### src/rtl/im_arbiter.sv
// im_arbiter: shares the single combinational read port of the instruction
// memory between the fetch unit (f_*) and the debug/boot port (d_*).
// Fetch has priority; a saturating starvation counter forces a debug win
// after STARVE_LIM consecutive contested cycles lost by debug. Responses
// come back one cycle after the grant on a per-requester channel, with
// alignment and range errors flagged instead of memory data.
module im_arbiter #(
  parameter int DEPTH_WORDS = 256,
  parameter int STARVE_LIM  = 4
) (
  input  logic        clk,
  input  logic        rst,

  input  logic        f_req,
  input  logic [31:0] f_addr,
  output logic        f_gnt,
  output logic        f_rvalid,
  output logic [31:0] f_rdata,
  output logic        f_err,

  input  logic        d_req,
  input  logic [31:0] d_addr,
  output logic        d_gnt,
  output logic        d_rvalid,
  output logic [31:0] d_rdata,
  output logic        d_err,

  output logic [31:0] im_addr,
  input  logic [31:0] im_instr
);

  // STARVE_LIM is limited to 1..15, so four bits always hold the count.
  logic [3:0]  starve_cnt_reg;
  logic [31:0] held_addr_reg;

  logic        contested;
  logic        force_debug;
  logic        any_gnt;
  logic [31:0] win_addr;
  logic [31:0] win_word;
  logic        win_err;
  logic [31:0] win_data;

  // Arbitration, address mux and error check for the current cycle.
  always_comb begin
    contested   = f_req & d_req;
    force_debug = (starve_cnt_reg == 4'(STARVE_LIM));

    // Reset suppresses any grant so no response can be launched from it.
    f_gnt = ~rst & f_req & ~(d_req & force_debug);
    d_gnt = ~rst & d_req & (~f_req | force_debug);

    any_gnt  = f_gnt | d_gnt;
    win_addr = f_gnt ? f_addr : d_addr;
    im_addr  = any_gnt ? win_addr : held_addr_reg;

    win_word = {2'b00, win_addr[31:2]};
    win_err  = (win_addr[1:0] != 2'b00) || (win_word >= 32'(DEPTH_WORDS));
    // Erroring accesses never expose memory contents.
    win_data = win_err ? 32'h0 : im_instr;
  end

  // Response registers, held address and starvation counter.
  always_ff @(posedge clk) begin
    if (rst) begin
      f_rvalid       <= 1'b0;
      f_rdata        <= 32'h0;
      f_err          <= 1'b0;
      d_rvalid       <= 1'b0;
      d_rdata        <= 32'h0;
      d_err          <= 1'b0;
      starve_cnt_reg <= 4'd0;
      held_addr_reg  <= 32'h0;
    end else begin
      f_rvalid <= f_gnt;
      d_rvalid <= d_gnt;

      // The idle side keeps its last data/err; rvalid qualifies them.
      if (f_gnt) begin
        f_rdata <= win_data;
        f_err   <= win_err;
      end
      if (d_gnt) begin
        d_rdata <= win_data;
        d_err   <= win_err;
      end

      if (any_gnt) begin
        held_addr_reg <= win_addr;
      end

      // Only a contested loss by debug ages the counter; any debug win clears it.
      if (d_gnt) begin
        starve_cnt_reg <= 4'd0;
      end else if (contested && f_gnt && (starve_cnt_reg < 4'(STARVE_LIM))) begin
        starve_cnt_reg <= starve_cnt_reg + 4'd1;
      end
    end
  end

endmodule

### config.mk
export PLATFORM = sky130hd
export DESIGN_NAME = im_arbiter
export DESIGN_NICKNAME = d
export VERILOG_FILES = /design/src/rtl/im_arbiter.sv
export SDC_FILE = /design/constraint.sdc
export NUM_CORES = 1
export LEC_CHECK = 0
export CAP_MARGIN = 5
export CORE_ASPECT_RATIO = 1.5
export CORE_UTILIZATION = 40
export DETAILED_ROUTE_END_ITERATION = 6
export GPL_TIMING_DRIVEN = 1
export MAX_ROUTING_LAYER = met4
export PLACE_DENSITY = 0.79
export SLEW_MARGIN = 40
export SYNTH_ARGS = -nofsm -noshare
export SYNTH_HDL_FRONTEND = slang
export SYNTH_SLANG_ARGS = --single-unit
### constraint.sdc
create_clock -name clk -period 2.3 [get_ports clk]
set_input_delay 0.46 -clock clk [delete_from_list [all_inputs] [get_ports clk]]
set_output_delay 0.46 -clock clk [all_outputs]
set_load 0.005 [all_outputs]
Yosys cells after proc, flatten, opt, wreduce, memory -nomap -nowiden
Index checks and enable logic that the tools add are counted.
W data, S select, Z words.
{ "totals": {"out_inout_bits": 102, "elab_cells": 31, "ff_bits": 104, "inputBits": 100} }
{ "classes": {"reduce_logical": 5, "n_lt_le_gt_ge": 2, "n_addsub": 1, "n_bitwise": 11, "n_mux": 3, "eq_ne": 1} }
{ "op_table": {"columns": ["op", "count"], "rows": [
  ["$mux W32", 3],
  ["$ge A30 B9 Y1 const B", 1],
  ["$and A1 B1 Y1", 6],
  ["$add A4 B1 Y4 const B", 1],
  ["$eq A4 B3 Y1 const B", 1],
  ["$lt A4 B3 Y1 const B", 1],
  ["$not A1 Y1", 3],
  ["$logic_and A1 B1 Y1", 2],
  ["$or A1 B1 Y1", 2],
  ["$reduce_bool A2 Y1", 1],
  ["$reduce_or A2 Y1", 1],
  ["$logic_or A1 B1 Y1", 1]
]} }

Logic depth before layout (Yosys ltp)
{ "logic_depth": {"depth_word": 8, "mapped_depth": 10, "depth_no_buf": 7} }

Least setup slack after synthesis
OpenSTA, ideal clock, no wires.
{ "synth_timing": {"kind": "register to output", "from": "register starve_cnt_reg[0]", "to": "output port f_gnt", "arrival_ns": 1.573, "path_buffers": 4, "t_required_ns": 1.840, "setup_slack_ns": 0.267, "path_stages_with_launch": 9, "cell_sequence": "dfxtp_1 inv_1 ha_1 and3b_2 a21oi_2 buf_6 buf_4 buf_4 buf_2"} }
{ "synth_via": {"elab_chain_len": 4} }
{ "synth_rtl": {"columns": ["element", "line_no", "text"], "rows": [
  ["start: declaration", "33", "logic [3:0] starve_cnt_reg;"],
  ["start signal: assignment", "96", "starve_cnt_reg <= starve_cnt_reg + 4'd1;"],
  ["$eq A4 B3 Y1", "47", "force_debug = (starve_cnt_reg == 4'(STARVE_LIM));"],
  ["$and A1 B1 Y1", "50", "f_gnt = ~rst & f_req & ~(d_req & force_debug);"],
  ["$not A1 Y1", "50", null],
  ["$and A1 B1 Y1", "50", null],
  ["end: declaration", "16", "output logic f_gnt,"]
]} }
No other way between the ends.

Worst setup path after layout
{ "layout_timing": {"from": "register starve_cnt_reg[0]", "to": "output port im_addr[16]"} }
{ "layout_via": {"elab_chain_len": 6, "word_cells_on_any_way": 9, "cone_classes": "1 x eq/ne; 2 x mux; 6 x bitwise"} }
{ "layout_rtl": {"columns": ["element", "line_no", "text"], "rows": [
  ["$eq A4 B3 Y1 (*)", "47", null],
  ["$and A1 B1 Y1", "50", null],
  ["$not A1 Y1", "50", null],
  ["$and A1 B1 Y1", "50", null],
  ["$mux W32 / $or A1 B1 Y1 (equally long branches)", "54, 53", null],
  ["$mux W32 (*)", null, null],
  ["end: declaration", "28", "output logic [31:0] im_addr,"]
]} }
Every way passes the cells marked *; elsewhere a longest branch is shown, timed or not.

==> reports/results.txt <==
The sequential cell area is 2085 µm², and the number of filler cells placed in the layout is 782. The total overflow reported by the global router was 0. The core outline area was 10190 µm²; the critical path's largest stage delay was 0.34 ns. The signal on the critical path passes through inv_2 -> ha_4 -> and3b_2 -> a21oi_4 -> buf_6 -> buf_12 -> mux2i_1 -> o21ai_1 -> buf_2. Counting flops and latches in the post-synthesis netlist gives 104. In this run the vertical extent of the chip is 127.7 µm. The signed area change from the synthesized netlist to the final layout is 70.05%.

The worst-path maximum fanout is 7. At the later pin of the worst-skew pair, clock insertion delay measures 0.35 ns. The tools report the worst slew margin relative to its limit as 66.27%. The post-route netlist has 21.08% of its cells at a drive strength greater than 1. The clock slew at the register clock pins of the worst setup and hold paths is 0.07 ns, and the power per cell area is 571.0 nW/µm².

The start point of the critical path was starve_cnt_reg[0]$_SDFFE_PP0P_. The number of buffers inserted by port buffering came out at 201. sky130_fd_sc_hd__dfxtp_1 takes more of the synthesized area than any other cell. For the global router's overall resource usage, the log shows 25.19%. The post-route minimum period is 2.559 ns. The tools report the setup slack after layout as -0.2586 ns. For the worst setup path, the data required time is 1.84 ns. The number of max-slew violations in the final report came out at 0. Counting both buffers and inverters, the worst setup path holds a total of 4. Once placement finished, the instance area stood at 6534 µm². OpenSTA, run right after detailed placement, puts the worst setup slack at -0.5932 ns.

The tools report the arrival time at the worst endpoint as 2.10 ns. The number of flops mapped to enable cells by yosys is 0, and the slew at the pin closest to its max-slew limit is 0.5059 ns. Synthesis instantiated 31 different standard cells from the library. In this run the number of H-tree levels came out at 3. Summing all multi-input logic gate instances after layout gives 2123 µm². After synthesis, flip-flops and latches occupy 49.39% of the total area. In the post-synthesis netlist, the biggest area contributors are sky130_fd_sc_hd__dfxtp_1 (49%), sky130_fd_sc_hd__mux2i_1 (7.8%), sky130_fd_sc_hd__a22o_1 (6.6%), sky130_fd_sc_hd__o21ai_0 (6.3%), sky130_fd_sc_hd__nand2b_1 (5.2%). The number of hold buffers added after CTS was 0. The path class of the tightest hold or removal check is reg -> reg. For this run, the top clock speed supported by timing is 390.8 MHz. The tools report the number of antenna violations at the first check in global routing as 0.

The run finished, with violations left. In this run, the number of DRC markers left after iteration 0 of detailed routing was 127. The count of final hold-check violations was 0.

After routing, the total negative slack on setup checks comes to -6.040 ns. Each instance of the synthesized netlist takes up on average 9.537 µm². For this block, the via count after detailed routing is 4171. The run gives 13130 µm as the post-detailed-routing wire length.

The first global-routing pass estimated 20880 µm of wire. The run gives 8978 µm as the placed wire-length estimate. The final reports fail on setup timing. Counting every sink on the clock net gives 104. The cell family contributing the most delay on the critical path is buffers and inverters. 0 antenna diodes ended up in the layout. For the final database, setup skew stands at 0.009285 ns. The pin count of the biggest net entering global routing was 52. Critical path endpoint category: an output pin.

The net count of the finished layout is 780. Measured along the x axis, the die boundary spans 85.82 µm. The routed length per placed instance was 15.94 µm; the total power of the final layout was 0.004093 W. The analysis attributes to cell leakage a power of 2.733 nW. Of the available clock period, the critical path in the final layout requires 111.2%. The worst-case IR drop observed on VDD is 0.0003197 V. Pin placement for this block handled 202 I/O pins. In the routed layout, each cell is associated on average with a via count of 5.062. Startpoint of the worst register-to-register path: starve_cnt_reg[0]$_SDFFE_PP0P_. The number of CTS-inserted buffers is 9, and the number of maximum-capacitance violations is 0.

Most frequently used flop master after synthesis: sky130_fd_sc_hd__dfxtp_1. The tools report the global placer's final weighted congestion as 0.8855. The post-route antenna net violation count was 0. The effective utilization at floorplan was 41.36%. For this run, the detailed router's first-pass iteration total came to 4.

The tools report the root buffer cell as sky130_fd_sc_hd__clkbuf_16. Remaining design rule violation count: 0. The tools report the total standard cell area after synthesis as 4215 µm². When the netlist entered floorplanning its net count stood at 544. The slowest cell on the critical path is sky130_fd_sc_hd__dfxtp_2. Setup violations remaining at the end of the flow were counted as 33. TritonCTS built the clock tree. The logs give 10960 µm² for the overall die area and 4296 for the via count of the first global-routing pass.

The tools report the startpoint of the lowest-slack hold path as f_rdata[29]$_SDFFE_PP0N_. STA classifies the critical path startpoint as a flop. The post-synthesis cell count came out at 442.

Setup repair after global routing could not meet its margin everywhere. The finished cells cover 7168 µm². The maximum buffer depth of the clock tree was 2; the final cell utilization of the core was 70.34%. The synthesized design devotes to its leading area cell type 49.39% of total area.

For this run, the number of Yosys warnings is 0. The initialized floorplan defines 45 standard-cell rows. For this run, asynchronously set or reset flops after synthesis account for 0%. The classification of the worst setup path was reg -> out.
==> worst register-to-register path, cell delays in order, from the launching register on <==
cell                      delay, ns
sky130_fd_sc_hd__dfxtp_2       0.34
sky130_fd_sc_hd__inv_2         0.05
sky130_fd_sc_hd__ha_4          0.14
sky130_fd_sc_hd__and3b_2       0.22
sky130_fd_sc_hd__a21oi_4       0.22
sky130_fd_sc_hd__buf_6         0.16
sky130_fd_sc_hd__buf_8         0.13
sky130_fd_sc_hd__mux2i_4       0.23
sky130_fd_sc_hd__o21ai_2       0.07
sky130_fd_sc_hd__buf_4         0.13
sky130_fd_sc_hd__buf_6         0.10
sky130_fd_sc_hd__buf_6         0.10
sky130_fd_sc_hd__buf_6         0.10
sky130_fd_sc_hd__nor2b_4       0.11
==> final timing paths <==
kind,endpoint,slack (ns),cells past startpoint
max,im_addr[16],-0.26,9
min,f_rdata[29]$_SDFFE_PP0N_,0.47,2
max reg2reg,held_addr_reg[6]$_SDFF_PP0_,0.11,13
min reg2reg,f_rdata[29]$_SDFFE_PP0N_,0.47,2
==> report_power, final <==
part	internal [W]	switching (W)	total (W)
clock	0.000857	0.000711	0.00157
sequential	0.00184	0.0000123	0.00185
combinational	0.000401	0.000274	0.000674
==> per-stage QoR <==
| step | hold slack [ns] | std cells |
|---|---|---|
| floorplan | 0.4445 | 442 |
| global placement | 0.4583 | 780 |
| detailed placement | 0.4632 | 780 |
| CTS | 0.4767 | 829 |
| global route | 0.4919 | 824 |
| finish | 0.4741 | 824 |
==> cell type report <==
class	instances	area share (%)
inverter	2	0.1047
clock buffer	9	3.142
sequential	104	29.08
tap	141	2.461
multi-input combinational	301	29.62
timing repair buffer	260	34.54
clock inverter	7	1.047
==> metal layers <==
layer	GRT usage (%)	up-vias	wire length, µm
met5	-	-	0
met4	13.43	0	509
met3	4.507	32	611
met2	44.00	166	6792
met1	26.88	1935	5219
li1	-	2038	-
==> synthesized netlist by cell type (2+ instances only) <==
cell and instances:
sky130_fd_sc_hd__a21oi_1 2, sky130_fd_sc_hd__a21oi_2 2, sky130_fd_sc_hd__a22o_1 32, sky130_fd_sc_hd__and2_1 2, sky130_fd_sc_hd__and3b_1 2, sky130_fd_sc_hd__buf_2 5
sky130_fd_sc_hd__buf_4 3, sky130_fd_sc_hd__buf_6 6, sky130_fd_sc_hd__clkbuf_1 21, sky130_fd_sc_hd__dfxtp_1 104, sky130_fd_sc_hd__ha_1 2, sky130_fd_sc_hd__inv_1 2
sky130_fd_sc_hd__mux2i_1 33, sky130_fd_sc_hd__nand2_1 34, sky130_fd_sc_hd__nand2b_1 35, sky130_fd_sc_hd__nand3_1 32, sky130_fd_sc_hd__nand4_1 2, sky130_fd_sc_hd__nor2_1 2
sky130_fd_sc_hd__nor2b_1 34, sky130_fd_sc_hd__nor4_1 12, sky130_fd_sc_hd__o21ai_0 53, sky130_fd_sc_hd__o21ai_1 13
==> cell usage in the layout (no fill, tap or decap), drive strengths merged, types with 3 or more instances in the layout <==
master           n
dfxtp          104
nand2           34
clkdlybuf4s50  166
a21oi            4
o21ai           66
buf             92
clkbuf          10
mux2i           33
and3b            3
nor4            12
nand3           32
nor2b           34
a22o            32
nand2b          35
inv              6
==> timing repair <==
item	CTS	global route
pin swaps	31	29
setup buffers	33	7
resized for setup	187	35
cloned	3	0
setup endpoints to repair	34	64
==> kinds of logic after synthesis <==
kind of cell               synth area share [%]
xor gates and xnor gates                 0.2078
adders and majority gates                0.5936
and+or+nand+nor                           20.96
buffers and inverters                     4.779
DFF                                       49.39
muxes                                     7.836
AOI/OAI and AO/OA                         16.24
No activity file was read; power rests on OpenSTA's default activity.
